$ cat config.mk
export PLATFORM = sky130hd
export DESIGN_NAME = bcd_add_ctrl_flat
export DESIGN_NICKNAME = d
export VERILOG_FILES = /design/src/rtl/bcd_add_ctrl_if.sv /design/src/rtl/bcd_add_ctrl.sv /design/src/flat_wrapper.sv
export SDC_FILE = /design/constraint.sdc
export NUM_CORES = 1
export LEC_CHECK = 0
export ABC_AREA = 0
export CAP_MARGIN = 10
export CORE_ASPECT_RATIO = 0.9
export CORE_MARGIN = 2
export CORE_UTILIZATION = 49
export CTS_BUF_LIST = sky130_fd_sc_hd__clkbuf_16
export DETAILED_ROUTE_END_ITERATION = 6
export GPL_ROUTABILITY_DRIVEN = 0
export GPL_TIMING_DRIVEN = 0
export HOLD_SLACK_MARGIN = 0.05
export MAX_ROUTING_LAYER = met4
export PLACE_DENSITY = 0.87
export SYNTH_ARGS = -nofsm -noshare
export SYNTH_HDL_FRONTEND = slang
export SYNTH_SLANG_ARGS = --single-unit
$ cat constraint.sdc
create_clock -name clk -period 3.7 [get_ports clk]
set_input_delay 0.74 -clock clk [delete_from_list [all_inputs] [get_ports clk]]
set_output_delay 0.74 -clock clk [all_outputs]
set_load 0.02 [all_outputs]
$ cat src/rtl/bcd_add_ctrl_if.sv
// Bus between the KEY front end, the BCD add controller and the seven-segment decoders.
interface bcd_add_ctrl_if #(
  parameter int DIGITS = 2
);
  logic [DIGITS-1:0]       inc_a;
  logic [DIGITS-1:0]       inc_b;
  logic                    start;
  logic [4*DIGITS-1:0]     a_bcd;
  logic [4*DIGITS-1:0]     b_bcd;
  logic [4*(DIGITS+1)-1:0] sum_bcd;
  logic                    busy;
  logic                    done;

  modport master (
    output inc_a, inc_b, start,
    input  a_bcd, b_bcd, sum_bcd, busy, done
  );

  modport slave (
    input  inc_a, inc_b, start,
    output a_bcd, b_bcd, sum_bcd, busy, done
  );
endinterface

$ cat src/rtl/bcd_add_ctrl.sv
// Key-driven BCD operand counters plus a serial one-digit BCD adder, LSD first.
// Define BCD_ADD_AUTO_EN to re-run the add automatically after any operand edit.
module bcd_add_ctrl #(
  parameter int DIGITS = 2
) (
  input  logic          clk,
  input  logic          reset,
  bcd_add_ctrl_if.slave bus
);
  localparam int NIN = 2*DIGITS + 1;
  localparam int IW  = (DIGITS > 1) ? $clog2(DIGITS) : 1;
  localparam int SW  = 4*(DIGITS+1);

  typedef enum logic [1:0] {S_IDLE, S_LOAD, S_ADD, S_DONE} state_t;

  logic [NIN-1:0] in_raw;
  logic [NIN-1:0] samp_q, samp_d;
  logic [NIN-1:0] prev_q, prev_d;
  logic [NIN-1:0] mask_q, mask_d;
  logic [NIN-1:0] pulse;

  logic [4*DIGITS-1:0] a_vec, b_vec;

  state_t              state_q, state_d;
  logic [IW-1:0]       idx_q, idx_d;
  logic                carry_q, carry_d;
  logic [4*DIGITS-1:0] wa_q, wa_d;
  logic [4*DIGITS-1:0] wb_q, wb_d;
  logic [4*DIGITS-1:0] wsum_q, wsum_d;
  logic [SW-1:0]       sum_q, sum_d;
  logic                busy_q, busy_d;
  logic                done_q, done_d;

  logic                start_pulse;
  logic                launch;
  logic [4:0]          tmp;
  logic [4:0]          tmp_adj;
  logic [3:0]          dig;
  logic                carry_n;

  assign in_raw = {bus.start, bus.inc_b, bus.inc_a};

  // Inputs still high when reset releases are masked until they drop once.
  always_comb begin
    samp_d = in_raw;
    prev_d = samp_q;
    mask_d = mask_q & in_raw;
  end

  always_ff @(posedge clk) begin
    if (reset) begin
      samp_q <= '0;
      prev_q <= '0;
      mask_q <= in_raw;
    end else begin
      samp_q <= samp_d;
      prev_q <= prev_d;
      mask_q <= mask_d;
    end
  end

  assign pulse       = samp_q & ~prev_q & ~mask_q;
  assign start_pulse = pulse[NIN-1];

  genvar gi;
  generate
    for (gi = 0; gi < DIGITS; gi++) begin : g_digit
      logic [3:0] a_q, a_d;
      logic [3:0] b_q, b_d;

      always_comb begin
        a_d = a_q;
        b_d = b_q;
        if (pulse[gi])
          a_d = (a_q == 4'd9) ? 4'd0 : a_q + 4'd1;
        if (pulse[DIGITS+gi])
          b_d = (b_q == 4'd9) ? 4'd0 : b_q + 4'd1;
      end

      always_ff @(posedge clk) begin
        if (reset) begin
          a_q <= 4'd0;
          b_q <= 4'd0;
        end else begin
          a_q <= a_d;
          b_q <= b_d;
        end
      end

      assign a_vec[4*gi +: 4] = a_q;
      assign b_vec[4*gi +: 4] = b_q;
    end
  endgenerate

`ifdef BCD_ADD_AUTO_EN
  logic pending_q, pending_d;
  logic any_edit;

  assign any_edit = |pulse[2*DIGITS-1:0];
  assign launch   = start_pulse | pending_q;

  // An edit landing on the launch edge is already in the snapshot, so clear wins.
  always_comb begin
    pending_d = pending_q | any_edit;
    if (state_q == S_IDLE && launch)
      pending_d = 1'b0;
  end

  always_ff @(posedge clk) begin
    if (reset)
      pending_q <= 1'b0;
    else
      pending_q <= pending_d;
  end
`else
  assign launch = start_pulse;
`endif

  always_comb begin
    state_d = state_q;
    idx_d   = idx_q;
    carry_d = carry_q;
    wa_d    = wa_q;
    wb_d    = wb_q;
    wsum_d  = wsum_q;
    sum_d   = sum_q;

    tmp     = {1'b0, wa_q[4*idx_q +: 4]} + {1'b0, wb_q[4*idx_q +: 4]} + {4'd0, carry_q};
    tmp_adj = tmp - 5'd10;
    carry_n = (tmp > 5'd9);
    dig     = carry_n ? tmp_adj[3:0] : tmp[3:0];

    case (state_q)
      S_IDLE: begin
        if (launch)
          state_d = S_LOAD;
      end
      S_LOAD: begin
        wa_d    = a_vec;
        wb_d    = b_vec;
        carry_d = 1'b0;
        idx_d   = '0;
        wsum_d  = '0;
        state_d = S_ADD;
      end
      S_ADD: begin
        wsum_d[4*idx_q +: 4] = dig;
        carry_d              = carry_n;
        if (idx_q == IW'(DIGITS-1)) begin
          sum_d   = {3'b000, carry_n, wsum_d};
          state_d = S_DONE;
        end else begin
          idx_d = idx_q + 1'b1;
        end
      end
      S_DONE: begin
        state_d = S_IDLE;
      end
      default: begin
        state_d = S_IDLE;
      end
    endcase

    busy_d = (state_d == S_LOAD) || (state_d == S_ADD);
    done_d = (state_d == S_DONE);
  end

  always_ff @(posedge clk) begin
    if (reset) begin
      state_q <= S_IDLE;
      idx_q   <= '0;
      carry_q <= 1'b0;
      wa_q    <= '0;
      wb_q    <= '0;
      wsum_q  <= '0;
      sum_q   <= '0;
      busy_q  <= 1'b0;
      done_q  <= 1'b0;
    end else begin
      state_q <= state_d;
      idx_q   <= idx_d;
      carry_q <= carry_d;
      wa_q    <= wa_d;
      wb_q    <= wb_d;
      wsum_q  <= wsum_d;
      sum_q   <= sum_d;
      busy_q  <= busy_d;
      done_q  <= done_d;
    end
  end

  assign bus.a_bcd   = a_vec;
  assign bus.b_bcd   = b_vec;
  assign bus.sum_bcd = sum_q;
  assign bus.busy    = busy_q;
  assign bus.done    = done_q;
endmodule
$ cat src/flat_wrapper.sv
// flat-port wrapper written by rule: the top's interface ports become plain ports
module bcd_add_ctrl_flat 
#(
  parameter int DIGITS = 2
)
  (clk, reset, bus_inc_a, bus_inc_b, bus_start, bus_a_bcd, bus_b_bcd, bus_sum_bcd, bus_busy, bus_done);
  bcd_add_ctrl_if #(.DIGITS(DIGITS)) bus_i ();
  input  logic clk;
  input  logic reset;
  input wire logic [$bits(bus_i.inc_a)-1:0] bus_inc_a;
  input wire logic [$bits(bus_i.inc_b)-1:0] bus_inc_b;
  input wire logic [$bits(bus_i.start)-1:0] bus_start;
  output wire logic [$bits(bus_i.a_bcd)-1:0] bus_a_bcd;
  output wire logic [$bits(bus_i.b_bcd)-1:0] bus_b_bcd;
  output wire logic [$bits(bus_i.sum_bcd)-1:0] bus_sum_bcd;
  output wire logic [$bits(bus_i.busy)-1:0] bus_busy;
  output wire logic [$bits(bus_i.done)-1:0] bus_done;
  assign bus_i.inc_a = bus_inc_a;
  assign bus_i.inc_b = bus_inc_b;
  assign bus_i.start = bus_start;
  assign bus_a_bcd = bus_i.a_bcd;
  assign bus_b_bcd = bus_i.b_bcd;
  assign bus_sum_bcd = bus_i.sum_bcd;
  assign bus_busy = bus_i.busy;
  assign bus_done = bus_i.done;
  bcd_add_ctrl #(.DIGITS(DIGITS)) u_core (.clk(clk), .reset(reset), .bus(bus_i));
endmodule
* Word-level counts from Yosys, hierarchy flattened
Cells that the tools add are included.
Storage, ports and cells: bits in registers 70, logic and storage cells 63
Cells by class: multiplexer cells 14, bitwise gates (word level) 5, reductions and logical operators 4, $add $sub $neg 9, equality and inequality tests 10, shift operators 4, order comparisons 1
Operators with widths (count):
- $neg 3->34 | 1
- $shift 4x34->8 const A | 1
- $shiftx 4x34->8 | 1
- $mux 4 | 5
- $add 4x1->4 const B | 4
- $eq 4x4->1 const B | 4
- $pmux 8 s2 | 1
- $shiftx 8x4->4 | 2
- $and 5x5->5 | 3
- $not 5->5 | 2
- $bwmux 8 | 1
- $eq 2x2->1 const B | 4
- $pmux 2 s4 | 1
- $add 4x4->5 | 1
- $add 5x1->5 | 1
- $gt 5x4->1 const B | 1
- $mux 5 | 1
- $eq 2x1->1 const B | 2
- $mux 2 | 2
- $pmux 1 s2 | 2
- $sub 4x4->4 const B | 1
- $logic_not 2->1 | 1
- $reduce_and 2->1 | 1
- $reduce_bool 2->1 | 1
- 3 further kinds | 3

* Logic depth before layout (Yosys ltp)
Gate-level depths: netlist (run 1).
depth after elaboration 8, gate-level depth with buffers 12, gate-level depth less buffers 10

* Worst setup path before layout (run 1)
OpenSTA, ideal clock, no wires.
path kind register to register, start register u_core.idx_q, end register u_core.sum_q[6], in the netlist u_core.bus.sum_bcd[6], setup slack 0.113 ns, data required time 3.617 ns, library setup time 0.083 ns, arrival time 3.503 ns, cell stages (with the launch flop) 13, cells stage by stage dfxtp_1 -> buf_2 -> buf_1 -> mux2_2 -> fa_1 -> fa_1 -> inv_1 -> ha_1 -> nor2b_1 -> a31o_4 -> o31ai_4 -> mux2_4 -> o31ai_4
Between the ends: word-level cells in the longest chain between the ends 7, elaborated cells on any way between the ends 12, those cells by class add/sub (4); order compare (1); shift (4); mux (2); reduce/logical (1)
RTL lines:
- start: declaration | RTL line bcd_add_ctrl.sv:25 | logic [IW-1:0] idx_q, idx_d;
- start signal: assignment | RTL line bcd_add_ctrl.sv:181 | idx_q <= idx_d;
- $shiftx 8x4->4 | RTL line bcd_add_ctrl.sv:128 | tmp = {1'b0, wa_q[4*idx_q +: 4]} + {1'b0, wb_q[4*idx_q +: 4]} + {4'd0, carry_q};
- $add 4x4->5 | RTL line bcd_add_ctrl.sv:128
- $add 5x1->5 | RTL line bcd_add_ctrl.sv:128
- $sub 4x4->4 / $gt 5x4->1 (equally long branches) | RTL line bcd_add_ctrl.sv:129, bcd_add_ctrl.sv:130
- $mux 4 | RTL line bcd_add_ctrl.sv:131 | dig = carry_n ? tmp_adj[3:0] : tmp[3:0];
- $shiftx 4x34->8 | RTL line bcd_add_ctrl.sv:147 | wsum_d[4*idx_q +: 4] = dig;
- $bwmux 8 | RTL line bcd_add_ctrl.sv:147
- end signal: assignment | RTL line bcd_add_ctrl.sv:186 | sum_q <= sum_d;
- end: declaration | RTL line bcd_add_ctrl.sv:30 | logic [SW-1:0] sum_q, sum_d;
Several ways; a longest one is shown, not always the timed one. A chain may end at the register's enable or synchronous reset.

* Worst setup path after layout (run 1)
Ends and elaborated chain as after synthesis.

==> summary.txt, run 1 <==
Yosys
  • Mapped Cells: 300
  • Number of flops mapped to enable cells by yosys: 0
  • Synth top area share: 0.460
  • Post-Synthesis Cell Area: 2870 sq um
  • Post-synth cell types: 40
  • Sequential area share after synthesis: 0.460
  • Multiplexer share of the synthesized area: 0.103
  • Top cells by area, synth: dfxtp_1 (46%), mux2i_1 (6.3%), nor2b_1 (5.4%)
  • Most frequent cells after synthesis: dfxtp_1 (66), nor2_1 (38), nor2b_1 (25), a21oi_1 (19), nand2_1 (19)
  • Largest family of logic cells by synthesized area: simple AND/OR/NAND/NOR gates
  • Xor/xnor cell area share of the yosys netlist: 0.0305
  • Synth Area in Adders: 0.0488
  • Post-synthesis async set-or-reset flop share: 0
  • Post-Synth Simple-Gate Area: 0.194
  • Mean Syn Cell Area: 9.57 sq um
  • Yosys reg bits: 66
  • Yosys warns: 0
  • Top-count cell post-synth: dfxtp_1
  • Compound-Gate Fraction of Synth Area: 0.125
  • Top FF cell, synth: dfxtp_1
  • Synth area leader: dfxtp_1

Detailed routing
  • Iteration-0 DRC count of the detailed router: 56
  • Router iterations before antenna repair: 4
  • Via density: 5.20
  • Total Wirelength: 5890 um
  • Routed Antenna Nets: 0
  • DRC violations left: 0
  • DR WL/cell: 14.1 um
  • Vias: 2,180

Power and ir drop
  • Sw Share: 0.220
  • Pleak: 0.00129 uW
  • Power per standard cell area: 460 nW/um^2
  • Logic pwr share: 0.058
  • Clock power frac: 0.491
  • Peak VDD IR: 0.000394 V
  • Int Power: 1280 uW
  • Total power: 1640 uW
  • Switching power total: 361 uW
  • Register share of total power: 0.450

Timing
  • Final setup fails: 0
  • Max Freq: 0.281 GHz
  • RSZ-0062 raised after global routing: false
  • Slew Limit Headroom: 0.597
  • Slew @ Worst Pin: 0.604 ns
  • Final Critical Period: 3.55 ns
  • Final Hold Viols: 0
  • Final Cycle Share: 0.960
  • Setup Skew: 0.00406 ns
  • Slew Limit Fails: 0
  • Setup ws final: 0.147 ns

Clock network
  • TritonCTS Buffers: 9
  • Clock sink total: 66
  • CTS tree: done
  • Clk slew on worst S/H paths: 0.05 ns
  • Clock Tree Buf Depth: 2
  • Clock latency on the worst-skew pair: 0.33 ns
  • H-tree depth: 3
  • Root buf cell: clkbuf_16

Placement
  • Post-Place Cells: 404
  • HPWL after DPL: 4120 um
  • Port-buffer cells: 32
  • Pre-CTS setup slack: -0.239 ns

Floorplan
  • Total I/O pin count: 37
  • Core region area: 5660 sq um
  • Die area: 6490 sq um
  • Chip width: 84.7 um
  • Starting Density: 0.507
  • Row cnt: 26
  • Die height: 76.6 um

Critical path
  • FF-to-FF Start: u_core.idx_q
  • CP endpoint kind: register
  • Worst EP required: 3.95 ns
  • Setup Crit Path Kind: reg2reg
  • Top fanout value on the critical path: 16
  • Startpoint Class: register
  • Worst Reg-to-Reg Cells: 11
  • R2r setup slk: 0.15 ns
  • Critical Path AT: 3.80 ns
  • CP startpoint: u_core.idx_q

Cells and area
  • Layout cell share with drive strength beyond 1: 0.112
  • Nets: 361
  • Finished Layout Cells: 419
  • P&R area growth vs syn: 24.5%
  • Number of diodes: 0

Global route
  • First-pass GRT wire length: 9740 um
  • Gr usage total: 0.195
  • Antenna violations before repair: 0
  • Total global routing overflow: 0
  • Largest net degree at the start of global routing: 17
  • Vias in the first global route: 2,171

Job
  • Maxcap violations: 0

Min path
  • Worst min path class: reg2reg
  • Hold Startpoint: u_core.bus.sum_bcd[0]
  • Hold Path Stages: 2

Status
  • Outcome: completed
## metal layers
layer	global-route usage	vias to the layer above	part of all wire
li1	-	1103	-
met1	0.223	1018	0.44
met2	0.322	51	0.50
met3	0.0737	8	0.055
met4	0.0540	0	0.010
met5	-	-	0
## final cells by class
class / instances / area, sq um
Clock buffer: 9 / 225
Sequential cell: 66 / 1320
Fill cell: 480 / 2090
Timing Repair Buffer: 32 / 320
Clock inverter: 7 / 61.3
Multi-Input combinational cell: 212 / 1460
Inverter: 5 / 18.8
Buffer: 18 / 83.8
Tap cell: 70 / 87.6
## power by group through the flow
stage	Combinational, uW	Sequential, uW	Clock (uW)
CTS	96.7	740	825
finish	95.9	740	807
global route	104	742	850
global placement	91.7	753	0
detailed placement	94.9	755	0
floorplan	58.1	758	0
## worst paths after layout
check / end
setup / recovery: u_core.bus.sum_bcd[6]
hold / removal: u_core.bus.sum_bcd[0]
setup reg to reg: u_core.bus.sum_bcd[6]
hold reg to reg: u_core.bus.sum_bcd[0]
## per-stage QoR
stage | hold WS [ns] | area [sq um] | util | TNS, ns
after detailed placement | 0.445 | 3290 | 0.581 | -0.683
final | 0.450 | 3570 | 0.632 | 0
after CTS | 0.452 | 3570 | 0.631 | 0
after global placement | 0.438 | 3290 | 0.581 | -0.395
after global routing | 0.474 | 3570 | 0.632 | 0
after floorplan | 0.429 | 2880 | - | 0
## layout by cell type (no fill, tap or decap), types with 9 or more instances in the layout
cell	instances
a21oi_1	19
clkbuf_16	9
clkdlybuf4s50_1	32
dfxtp_1	66
mux2_2	9
mux2i_1	18
nand2_1	19
nor2_1	38
nor2b_1	25
nor3b_1	11
## flip-flops by register name (all words and copies together), names as in the netlist, 5 cells and up
signal and flops:
u_core.bus.sum_bcd 9, u_core.g_digit.a_q 8, u_core.g_digit.b_q 8, u_core.mask_q 5, u_core.prev_d 5, u_core.prev_q 5, u_core.wa_q 8, u_core.wb_q 8
## logic make-up (layout without fill, tap and decap cells)
group | Yosys count | after routing
AND/OR/NAND/NOR | 112 | 112
flip-flops | 66 | 66
AO/OA/AOI/OAI | 49 | 49
multiplexers | 28 | 28
buffers and inverters | 24 | 71
adder cells (fa/ha/maj) | 10 | 10
XOR/XNOR | 10 | 10
other | 1 | 3
## timing repair
action / CTS / global route
hold buffers: 0 / 0
setup buffers: 0 / 0
gates cloned: 0 / 0
endpoints found under the setup margin: 5 / 2
endpoints found under the hold margin: 0 / 0
resized for setup: 0 / 2
## critical path, cell delays in order (launching register included)
cell,delay (ns)
dfxtp_1,0.31
clkbuf_4,0.25
mux2_2,0.38
fa_1,0.44
fa_2,0.61
inv_1,0.08
ha_1,0.22
nor2b_1,0.15
a31o_4,0.23
o31ai_4,0.28
mux2_4,0.36
o31ai_4,0.15
No activity file was read; power rests on OpenSTA's default activity.
==> run 2: changes to the inputs <==
--- a/config.mk
+++ b/config.mk
@@ -9,14 +9,13 @@
 export CAP_MARGIN = 10
 export CORE_ASPECT_RATIO = 0.9
 export CORE_MARGIN = 2
-export CORE_UTILIZATION = 49
-export CTS_BUF_LIST = sky130_fd_sc_hd__clkbuf_16
+export CORE_UTILIZATION = 55
 export DETAILED_ROUTE_END_ITERATION = 6
 export GPL_ROUTABILITY_DRIVEN = 0
 export GPL_TIMING_DRIVEN = 0
 export HOLD_SLACK_MARGIN = 0.05
 export MAX_ROUTING_LAYER = met4
-export PLACE_DENSITY = 0.87
+export PLACE_DENSITY = 0.91
 export SYNTH_ARGS = -nofsm -noshare
 export SYNTH_HDL_FRONTEND = slang
 export SYNTH_SLANG_ARGS = --single-unit
==> constraint.sdc (replaced) <==
create_clock -name clk -period 4.3 [get_ports clk]
set_input_delay 0.86 -clock clk [delete_from_list [all_inputs] [get_ports clk]]
set_output_delay 0.86 -clock clk [all_outputs]
set_load 0.02 [all_outputs]
==> run 2 against run 1 <==
  * Non-clock buffer count increased by 1
  * Sequential cell count unchanged
  * Global-route usage increased by 3.2 points
  * Combinational power decreased by 15%
  * Via count increased by 0.32%
  * Fmax decreased by 11%
  * Clock power decreased by 23%
  * Critical path depth increased by 1
  * Sequential share of layout area increased by 0.49 points
  * Setup slack improved by 0.14 ns
  * First-iteration DRC count increased by 84%
  * Sequential power decreased by 14%
==> summary.txt, run 2 (synthesized netlist as in run 1, its figures left out) <==
Cells and area
  • Commonest non-fill, non-tap cell in the layout: dfxtp_1
  • P&R area growth vs syn: 22.9%
  • Max reg flops: 9 (unchanged)
  • Number of diodes: 0 (unchanged)
  • Nets: 362 (+0.28%)
  • Layout cell share with drive strength beyond 1: 0.117 (+0.00540)
  • Most frequent cells in the layout: dfxtp_1 (66), nor2_1 (38), clkdlybuf4s50_1 (32)

Global route
  • First-pass GRT wire length: 9800 um (+0.64%)
  • Total global routing overflow: 0 (unchanged)
  • Largest net degree at the start of global routing: 12 (-5)
  • Gr usage total: 0.228 (+0.0321)
  • Antenna violations before repair: 0 (unchanged)
  • Vias in the first global route: 2,187 (+0.74%)

Clock network
  • Postcts setup bufs: 0 (unchanged)
  • Clock Tree Buf Depth: 2 (unchanged)
  • CTS hold repair buffers: 0 (unchanged)
  • CTS tree: done
  • Clk slew on worst S/H paths: 0.07 ns (+0.02 ns)
  • Clock latency on the worst-skew pair: 0.35 ns (+0.02 ns)
  • Root buf cell: clkbuf_8
  • TritonCTS Buffers: 9 (unchanged)
  • H-tree depth: 3 (unchanged)
  • Post-CTS Resized: 0 (unchanged)
  • Clock sink total: 66 (unchanged)

Detailed routing
  • Routed Antenna Nets: 0 (unchanged)
  • DRC violations left: 0 (unchanged)
  • Vias: 2,187 (+0.32%)
  • Via density: 5.27 (+1.3%)
  • Router iterations before antenna repair: 4 (unchanged)
  • DR WL/cell: 13.6 um (-3.5%)
  • Iteration-0 DRC count of the detailed router: 103 (+84%)
  • Total Wirelength: 5630 um (-4.4%)

Floorplan
  • Row cnt: 24 (-7.7%)
  • Core region area: 4920 sq um (-13%)
  • Chip width: 80.2 um (-5.3%)
  • Die height: 72.6 um (-5.3%)
  • Die area: 5820 sq um (-10%)
  • Total I/O pin count: 37 (unchanged)
  • Starting Density: 0.583 (+0.0758)

Status
  • Outcome: completed

Job
  • Maxcap violations: 0 (unchanged)

Placement
  • HPWL after DPL: 4070 um (-1.3%)
  • Port-buffer cells: 32 (unchanged)
  • Pre-CTS setup slack: 0.303 ns (+0.543 ns)

Min path
  • Worst min path class: reg2reg
  • Hold Path Stages: 2 (unchanged)

Critical path
  • Setup Crit Path Kind: reg2reg
  • Critical Path AT: 4.27 ns (+0.47 ns)
  • Worst Reg-to-Reg Cells: 12 (+1)
  • Worst EP required: 4.56 ns (+0.61 ns)
  • Startpoint Class: register
  • CP endpoint kind: register
  • Top fanout value on the critical path: 9 (-7)

Power and ir drop
  • Logic pwr share: 0.061 (+0.003)
  • Peak VDD IR: 0.000308 V (-22%)
  • Power per standard cell area: 378 nW/um^2 (-18%)
  • Pleak: 0.00128 uW (-0.57%)
  • Int Power: 1050 uW (-18%)
  • Clock power frac: 0.464 (-0.027)
  • Register share of total power: 0.476 (+0.026)
  • Sw Share: 0.212 (-0.00785)
  • Switching power total: 283 uW (-22%)

Timing
  • Final setup fails: 0 (unchanged)
  • Slew Limit Headroom: 0.583 (-0.0138)
  • Slew @ Worst Pin: 0.624 ns (+0.0193 ns)
  • Slew Limit Fails: 0 (unchanged)
  • Final Cycle Share: 0.932 (-0.0278)
  • Setup Skew: 0.00902 ns (+0.00495 ns)
  • Max Freq: 0.249 GHz (-11%)
  • RSZ-0062 raised after global routing: false
  • Final Critical Period: 4.01 ns (+0.457 ns)
  • Final Hold Viols: 0 (unchanged)
  • Setup ws final: 0.290 ns (+0.143 ns)
  • Setup TNS: 0 ns (unchanged)
[run 2: cell types whose count changed in the layout (fill, tap and decap cells not counted), sizes merged]
| cell | before | now |
|---|---|---|
| clkbuf | 18 | 21 |
| buf | 9 | 11 |
| clkinv | 3 | 1 |
| clkinvlp | 2 | 0 |
| bufinv | 1 | 2 |
| inv | 6 | 5 |
[run 2: area by class of cell]
cell class                 count  area, sq um
buffer                        19         85.1
clock buffer                  13          179
clock inverter                 3         68.8
fill                         392         1400
inverter                       5         18.8
multi-input combinational    212         1450
sequential                    66         1320
tap                           65         81.3
timing repair buffer          32          320
[run 2: final timing paths]
path / slack, ns / start / end
hold reg to reg: 0.46 / u_core.bus.sum_bcd[3] / u_core.bus.sum_bcd[3]
setup reg to reg: 0.29 / u_core.idx_q / u_core.bus.sum_bcd[6]
hold / removal: 0.46 / u_core.bus.sum_bcd[3] / u_core.bus.sum_bcd[3]
setup / recovery: 0.29 / u_core.idx_q / u_core.bus.sum_bcd[6]
[run 2: power by group through the flow]
| stage | Sequential [uW] | Combinational (uW) | Clock (uW) |
|---|---|---|---|
| after floorplan | 652 | 50.0 | 0 |
| after global placement | 648 | 79.1 | 0 |
| after detailed placement | 649 | 81.3 | 0 |
| after CTS | 635 | 81.7 | 630 |
| after global routing | 637 | 89.9 | 657 |
| final | 635 | 81.1 | 619 |
[run 2: metal layers]
metal	share of wire	GRT usage	vias to the layer above	routed length [um]
met2	0.48	0.381	67	2700
met1	0.45	0.259	1000	2530
li1	-	-	1108	-
met3	0.052	0.0734	12	295
met5	0	-	-	0
met4	0.018	0.0753	0	104
[run 2: worst max-delay path, cell delays in order, from the launching register on]
cell and delay [ns]:
dfxtp_1 0.31, buf_2 0.20, buf_1 0.40, mux2_2 0.41, fa_1 0.44, fa_1 0.64, inv_1 0.11, ha_1 0.23
nor2b_1 0.15, a31o_4 0.23, o31ai_4 0.28, mux2_4 0.37, o31ai_4 0.16
[run 2: stage by stage]
stage / power, uW / cells / area [sq um] / util / hold slack, ns
global placement: 727 / 399 / 3280 / 0.666 / 0.438
global route: 1380 / 415 / 3530 / 0.716 / 0.484
finish: 1340 / 415 / 3530 / 0.716 / 0.457
detailed placement: 730 / 399 / 3280 / 0.666 / 0.446
CTS: 1350 / 415 / 3530 / 0.716 / 0.457
floorplan: 702 / 302 / 2880 / - / 0.429
